[config.mk]
export PLATFORM = sky130hd
export DESIGN_NAME = uart_rx_fifo
export DESIGN_NICKNAME = d
export VERILOG_FILES = /design/src/rtl/uart_rx_fifo.sv
export SDC_FILE = /design/constraint.sdc
export NUM_CORES = 1
export LEC_CHECK = 0
export CAP_MARGIN = 20
export CELL_PAD_IN_SITES_DETAIL_PLACEMENT = 0
export CELL_PAD_IN_SITES_GLOBAL_PLACEMENT = 1
export CORE_MARGIN = 1
export CORE_UTILIZATION = 30
export CTS_CLUSTER_SIZE = 28
export DETAILED_ROUTE_END_ITERATION = 10
export DONT_BUFFER_PORTS = 1
export PLACE_DENSITY_LB_ADDON = 0.1
export SLEW_MARGIN = 30
export SYNTH_ARGS = -nofsm -noshare
export SYNTH_HDL_FRONTEND = slang
export SYNTH_SLANG_ARGS = --single-unit
[constraint.sdc]
create_clock -name HCLK -period 4.1 [get_ports HCLK]
set_input_delay 0.41 -clock HCLK [delete_from_list [all_inputs] [get_ports HCLK]]
set_output_delay 0.41 -clock HCLK [all_outputs]
set_load 0.02 [all_outputs]
[src/rtl/uart_rx_fifo.sv]
// UART receiver with configurable framing, a runtime baud divisor, a first-word-fall-through
// receive FIFO and sticky framing/parity/overrun flags.
module uart_rx_fifo #(
    parameter int DATA_BITS  = 8,
    parameter int PARITY     = 0,
    parameter int STOP_BITS  = 1,
    parameter int FIFO_DEPTH = 16,
    parameter int DIV_W      = 16
) (
    input  logic                          HCLK,
    input  logic                          HRESET,
    input  logic [DIV_W-1:0]              baud_div,
    input  logic                          rx,
    input  logic                          rd_en,
    output logic [7:0]                    rd_data,
    output logic                          rd_valid,
    output logic [$clog2(FIFO_DEPTH):0]   fifo_count,
    output logic                          frame_err,
    output logic                          parity_err,
    output logic                          overrun,
    input  logic                          clr_err,
    output logic                          busy
);

    localparam int AW = $clog2(FIFO_DEPTH);
    localparam int CW = AW + 1;
    localparam int IW = $clog2(DATA_BITS);

    typedef enum logic [2:0] {IDLE, START, DATA, PAR, STOP, BRK} state_t;

    state_t               state_q;
    logic                 rxMeta_q, rxS_q, rxPrev_q;
    logic [DIV_W-1:0]     div_q, timer_q;
    logic [IW-1:0]        bitIdx_q;
    logic                 stopIdx_q;
    logic [DATA_BITS-1:0] shift_q;
    logic                 parBad_q, stopBad_q;
    logic [7:0]           mem_q [FIFO_DEPTH];
    logic [AW-1:0]        wrPtr_q, rdPtr_q;
    logic [CW-1:0]        count_q, count_d;
    logic                 frameErr_q, parityErr_q, overrun_q;

    logic tick, rxFall, doPop, doPush, isFull, lastStop, frameBad, expPar;
    logic setFrame, setParity, setOverrun;

    // The timer acts when it reaches 1 so that reloading with div_q gives exactly div_q cycles per bit.
    always_comb begin
        tick       = (timer_q == DIV_W'(1));
        rxFall     = rxPrev_q & ~rxS_q;
        doPop      = rd_en & (count_q != '0);
        isFull     = (count_q == CW'(FIFO_DEPTH));
        lastStop   = (state_q == STOP) && tick && ((STOP_BITS == 1) || stopIdx_q);
        frameBad   = stopBad_q | ~rxS_q;
        expPar     = (PARITY == 2) ? ~(^shift_q) : ^shift_q;
        setFrame   = lastStop & frameBad;
        setParity  = lastStop & ~frameBad & parBad_q;
        setOverrun = lastStop & ~frameBad & ~parBad_q & isFull & ~doPop;
        doPush     = lastStop & ~frameBad & ~parBad_q & (~isFull | doPop);
        count_d    = count_q;
        if (doPush && !doPop) begin
            count_d = count_q + CW'(1);
        end else if (!doPush && doPop) begin
            count_d = count_q - CW'(1);
        end
    end

    always_ff @(posedge HCLK) begin
        if (HRESET) begin
            rxMeta_q <= 1'b1;
            rxS_q    <= 1'b1;
            rxPrev_q <= 1'b1;
        end else begin
            rxMeta_q <= rx;
            rxS_q    <= rxMeta_q;
            rxPrev_q <= rxS_q;
        end
    end

    always_ff @(posedge HCLK) begin
        if (HRESET) begin
            state_q   <= IDLE;
            div_q     <= '0;
            timer_q   <= '0;
            bitIdx_q  <= '0;
            stopIdx_q <= 1'b0;
            shift_q   <= '0;
            parBad_q  <= 1'b0;
            stopBad_q <= 1'b0;
        end else begin
            if (timer_q != '0) begin
                timer_q <= timer_q - DIV_W'(1);
            end
            unique case (state_q)
                IDLE: begin
                    if (rxFall) begin
                        div_q   <= baud_div;
                        timer_q <= baud_div >> 1;
                        state_q <= START;
                    end
                end
                START: begin
                    if (tick) begin
                        if (!rxS_q) begin
                            timer_q  <= div_q;
                            bitIdx_q <= '0;
                            state_q  <= DATA;
                        end else begin
                            state_q <= IDLE;
                        end
                    end
                end
                DATA: begin
                    if (tick) begin
                        timer_q  <= div_q;
                        shift_q  <= {rxS_q, shift_q[DATA_BITS-1:1]};
                        bitIdx_q <= bitIdx_q + IW'(1);
                        if (bitIdx_q == IW'(DATA_BITS - 1)) begin
                            bitIdx_q  <= '0;
                            stopIdx_q <= 1'b0;
                            stopBad_q <= 1'b0;
                            parBad_q  <= 1'b0;
                            state_q   <= (PARITY != 0) ? PAR : STOP;
                        end
                    end
                end
                PAR: begin
                    if (tick) begin
                        timer_q  <= div_q;
                        parBad_q <= (rxS_q != expPar);
                        state_q  <= STOP;
                    end
                end
                STOP: begin
                    if (tick) begin
                        timer_q   <= div_q;
                        stopIdx_q <= 1'b1;
                        if (!rxS_q) begin
                            stopBad_q <= 1'b1;
                        end
                        if (lastStop) begin
                            state_q <= frameBad ? BRK : IDLE;
                        end
                    end
                end
                BRK: begin
                    if (rxS_q) begin
                        state_q <= IDLE;
                    end
                end
                default: state_q <= IDLE;
            endcase
        end
    end

    always_ff @(posedge HCLK) begin
        if (doPush) begin
            mem_q[wrPtr_q] <= 8'(shift_q);
        end
    end

    // Set conditions take priority over a coincident clr_err.
    always_ff @(posedge HCLK) begin
        if (HRESET) begin
            wrPtr_q     <= '0;
            rdPtr_q     <= '0;
            count_q     <= '0;
            frameErr_q  <= 1'b0;
            parityErr_q <= 1'b0;
            overrun_q   <= 1'b0;
        end else begin
            if (doPush) begin
                wrPtr_q <= wrPtr_q + AW'(1);
            end
            if (doPop) begin
                rdPtr_q <= rdPtr_q + AW'(1);
            end
            count_q     <= count_d;
            frameErr_q  <= setFrame   | (frameErr_q  & ~clr_err);
            parityErr_q <= setParity  | (parityErr_q & ~clr_err);
            overrun_q   <= setOverrun | (overrun_q   & ~clr_err);
        end
    end

    assign rd_valid   = (count_q != '0);
    assign rd_data    = rd_valid ? mem_q[rdPtr_q] : 8'h00;
    assign fifo_count = count_q;
    assign frame_err  = frameErr_q;
    assign parity_err = parityErr_q;
    assign overrun    = overrun_q;
    assign busy       = (state_q != IDLE);

endmodule
==> impl_metrics.xml <==
<?xml version="1.0" encoding="UTF-8"?>
<metrics>
  <group name="floorplanning">
    <metric name="fp.dieW" unit="um">170</metric>
    <metric name="pin_count" unit="">39</metric>
    <metric name="initial_utilization" unit="%">30.5</metric>
    <metric name="rows" unit="">61</metric>
    <metric name="core_region_area" unit="sq mm">0.0279</metric>
    <metric name="die_area" unit="sq mm">0.0290</metric>
    <metric name="die_y" unit="um">170</metric>
  </group>
  <group name="sta">
    <metric name="achievable-frequency" unit="MHz">289</metric>
    <metric name="fin_setup_tns" unit="ns">0</metric>
    <metric name="grt_setup_unrepaired" unit="">no</metric>
    <metric name="final-max-slew-violation-count" unit="">0</metric>
    <metric name="setup_violations" unit="">0</metric>
    <metric name="worst_slew_pin_slew" unit="ns">0.842</metric>
    <metric name="maximum_clock_skew_at_final_layout" unit="ns">0.0354</metric>
    <metric name="min_period" unit="ns">3.45</metric>
    <metric name="report.final.hold_viol_count" unit="">0</metric>
    <metric name="relSlewSlack" unit="%">43.8</metric>
    <metric name="finalCritPeriodShare" unit="%">84.3</metric>
  </group>
  <group name="critical_path">
    <metric name="worstPathArrival" unit="ns">3.81</metric>
    <metric name="critical_path_peak_fanout" unit="">8</metric>
    <metric name="criticalPathCategory" unit="">reg2reg</metric>
    <metric name="cp.required" unit="ns">4.46</metric>
    <metric name="worst_setup_end_kind" unit="">flip-flop</metric>
    <metric name="critical-path-top-cell-by-count" unit="">sky130_fd_sc_hd__a21oi_1</metric>
    <metric name="crit_path_start_kind" unit="">flip-flop</metric>
    <metric name="crit_path_top_delay_cell" unit="">sky130_fd_sc_hd__or4_1</metric>
    <metric name="path_cells" unit="">or4_1, nor4_4, and3_1, ha_1, inv_1, fa_1, a21o_1, a21oi_1, xnor2_1, or3_1, a21oi_1</metric>
    <metric name="critical-path-max-stage-delay" unit="ns">0.77</metric>
    <metric name="rr_worst_depth" unit="">11</metric>
  </group>
  <group name="job">
    <metric name="maxCapViolations" unit="">0</metric>
  </group>
  <group name="detailed_routing">
    <metric name="total_detailed_routing_wirelength" unit="um">19900</metric>
    <metric name="vias" unit="">5069</metric>
    <metric name="drc_errors_left" unit="">0</metric>
    <metric name="first_iter_violations" unit="">313</metric>
    <metric name="drt-vias-per-instance" unit="">4.91</metric>
    <metric name="drt-wirelength-per-cell" unit="um">19.3</metric>
    <metric name="drtPass1Iterations" unit="">5</metric>
    <metric name="route.antenna.remaining_nets" unit="">0</metric>
  </group>
  <group name="grt">
    <metric name="grt.total_usage" unit="%">14.6</metric>
    <metric name="number_of_antenna_violations_at_the_first_check_in_global_routing" unit="">0</metric>
    <metric name="first_global_vias" unit="">5207</metric>
    <metric name="pin_count_of_the_biggest_net_entering_global_routing" unit="">71</metric>
    <metric name="remaining_global_route_overflow" unit="">0</metric>
    <metric name="grt_first_pass_wirelength" unit="um">31100</metric>
  </group>
  <group name="clocking">
    <metric name="numClockSinks" unit="">199</metric>
    <metric name="clk_latency" unit="ns">0.45</metric>
    <metric name="clock_tree.buffer_depth" unit="">2</metric>
    <metric name="hold_buffers" unit="">0</metric>
    <metric name="ctsHtreeMaxLevel" unit="">4</metric>
    <metric name="cts.clk_slew.worst_paths" unit="ns">0.08</metric>
    <metric name="post-cts-setup-buffers" unit="">0</metric>
    <metric name="cts_inserted_buffers" unit="">17</metric>
    <metric name="post_cts_resized" unit="">0</metric>
    <metric name="clock_tree.root_cell" unit="">sky130_fd_sc_hd__clkbuf_16</metric>
    <metric name="tritoncts" unit="">built</metric>
  </group>
  <group name="cells_and_area">
    <metric name="antenna-diode-count" unit="">0</metric>
    <metric name="utilization" unit="%">34.5</metric>
    <metric name="area_growth_syn_to_layout" unit="%">13.1</metric>
    <metric name="drive_gt1_share" unit="%">17.9</metric>
    <metric name="layout.nets" unit="">677</metric>
  </group>
  <group name="pwr">
    <metric name="power_density" unit="mW/mm^2">581</metric>
    <metric name="power.ir.vdd_worst" unit="mV">0.295</metric>
    <metric name="total_leakage_power" unit="nW">3.09</metric>
  </group>
  <group name="placement">
    <metric name="hpwlAfterDp" unit="um">13100</metric>
    <metric name="finalWeightedCongestion" unit="">0.745</metric>
    <metric name="io_buffers" unit="">0</metric>
  </group>
  <group name="synth">
    <metric name="number_of_standard_cells_after_synthesis" unit="">630</metric>
    <metric name="most_common_flop_cell_mapped_by_yosys" unit="">sky130_fd_sc_hd__edfxtp_1</metric>
    <metric name="syn-num-nets" unit="">665</metric>
    <metric name="yosysWarnings" unit="">0</metric>
    <metric name="number_of_enable_flip_flop_cells_after_synthesis" unit="">128</metric>
    <metric name="asyncSetResetFlopFracSynth" unit="%">0</metric>
    <metric name="syn_avg_cell_area" unit="sq um">13.5</metric>
    <metric name="synthDistinctLibCells" unit="">58</metric>
    <metric name="ys_ff_latch" unit="">199</metric>
    <metric name="synthesis.area" unit="sq mm">0.00850</metric>
    <metric name="synth_seq_area_share" unit="%">61.9</metric>
  </group>
  <group name="hold_path">
    <metric name="worst_hold_depth" unit="">1</metric>
    <metric name="worstHoldPathType" unit="">in2reg</metric>
  </group>
  <group name="outcome">
    <metric name="outcome" unit="">finished clean</metric>
  </group>
</metrics>
-- cell families (layout without fill, tap and decap cells) --
group / after synthesis / count (layout) / share of synthesized area [%]
simple gates: 208 / 208 / 12.9
flops: 199 / 199 / 61.9
compound gates: 94 / 94 / 6.80
mux: 46 / 46 / 11.3
buf+inv: 44 / 69 / 2.15
xor+xnor: 25 / 25 / 2.74
fa+ha+maj: 14 / 14 / 2.15
-- synthesized netlist by cell type, drive strengths merged (11+ instances only) --
| cell | n | area share, % |
|---|---|---|
| edfxtp | 128 | 45 |
| nand2 | 81 | 3.6 |
| dfxtp | 71 | 17 |
| a21oi | 42 | 2.5 |
| mux4 | 40 | 11 |
| nor2 | 37 | 1.6 |
| clkbuf | 26 | 1.1 |
| xnor2 | 18 | 1.9 |
| ha | 13 | 1.9 |
| nor4 | 13 | 1.9 |
| a31oi | 11 | 0.81 |
-- stage by stage --
stage               power, W  hold WS (ns)  setup WS (ns)  instance area (sq um)  cells
floorplan            0.00360         0.389           1.02                   8500    630
global placement     0.00402         0.412          0.689                   9040   1001
detailed placement   0.00403         0.403          0.681                   9050   1001
CTS                  0.00566        0.0118          0.638                   9620   1033
global route         0.00591      0.000239          0.394                   9620   1033
finish               0.00559        0.0228          0.645                   9620   1033
-- layout make-up --
type	count	area, sq um
inverters	10	37.5
fillers	2721	18200
multi-input cells	387	3070
flip-flops and latches	199	5270
well taps	378	473
clock inverters	15	144
repair buffers	27	203
clock buffers	17	425
-- where the power goes --
group	leakage (nW)	switching, W	internal [W]	total, W
clock	0.275	0.000822	0.000807	0.00163
sequential	1.76	0.000177	0.00221	0.00239
combinational	1.05	0.000882	0.000693	0.00157
-- placed cells by master, fill, tap and decap left out, types with 11 or more instances in the layout --
cell type,synthesis,routed
sky130_fd_sc_hd__clkbuf_16,0,17
sky130_fd_sc_hd__a31oi_1,11,11
sky130_fd_sc_hd__nor2_1,37,37
sky130_fd_sc_hd__nand2_1,81,81
sky130_fd_sc_hd__mux4_2,40,40
sky130_fd_sc_hd__a21oi_1,42,41
sky130_fd_sc_hd__ha_1,13,13
sky130_fd_sc_hd__xnor2_1,18,18
sky130_fd_sc_hd__dfxtp_1,71,70
sky130_fd_sc_hd__edfxtp_1,128,128
sky130_fd_sc_hd__buf_4,1,27
-- flip-flops by register name, indices dropped and copies added (netlist names), named ones only --
| name | count |
|---|---|
| parity_err | 1 |
| shift_q | 8 |
| state_q | 3 |
| bitIdx_q | 3 |
| mem_q | 128 |
| parBad_q | 1 |
| fifo_count | 5 |
| rdPtr_q | 4 |
| timer_q | 16 |
| overrun | 1 |
| stopBad_q | 1 |
| rxMeta_q | 1 |
| frame_err | 1 |
| rxPrev_q | 1 |
| wrPtr_q | 4 |
| rxS_q | 1 |
| div_q | 16 |
-- worst paths after layout --
| kind | from | endpoint | slack (ns) |
|---|---|---|---|
| max | timer_q[8] | fifo_count[4] | 0.65 |
| min | HRESET | div_q[2] | 0.02 |
| max reg2reg | timer_q[8] | fifo_count[4] | 0.65 |
| min reg2reg | rxMeta_q | rxS_q | 0.42 |
-- worst max-delay path: cells and delay by family (launching register included) --
kind | cells | cell delay [ns]
AOI/OAI and AO/OA | 3 | 0.51
xor gates and xnor gates | 1 | 0.09
adders and majority gates | 2 | 0.61
buffers and inverters | 1 | 0.11
DFF | 1 | 0.38
and+or+nand+nor | 4 | 1.67
-- metal layers --
layer	track usage [%]	part of all wire, %	up-vias	wire (um)
met1	19.6	48	2580	9570
met5	0	0	-	0
met4	3.76	0.91	0	181
met3	3.07	3.6	11	709
li1	-	-	2393	-
met2	23.7	47	85	9470
Note: power is estimated with default switching activity, not from simulation.
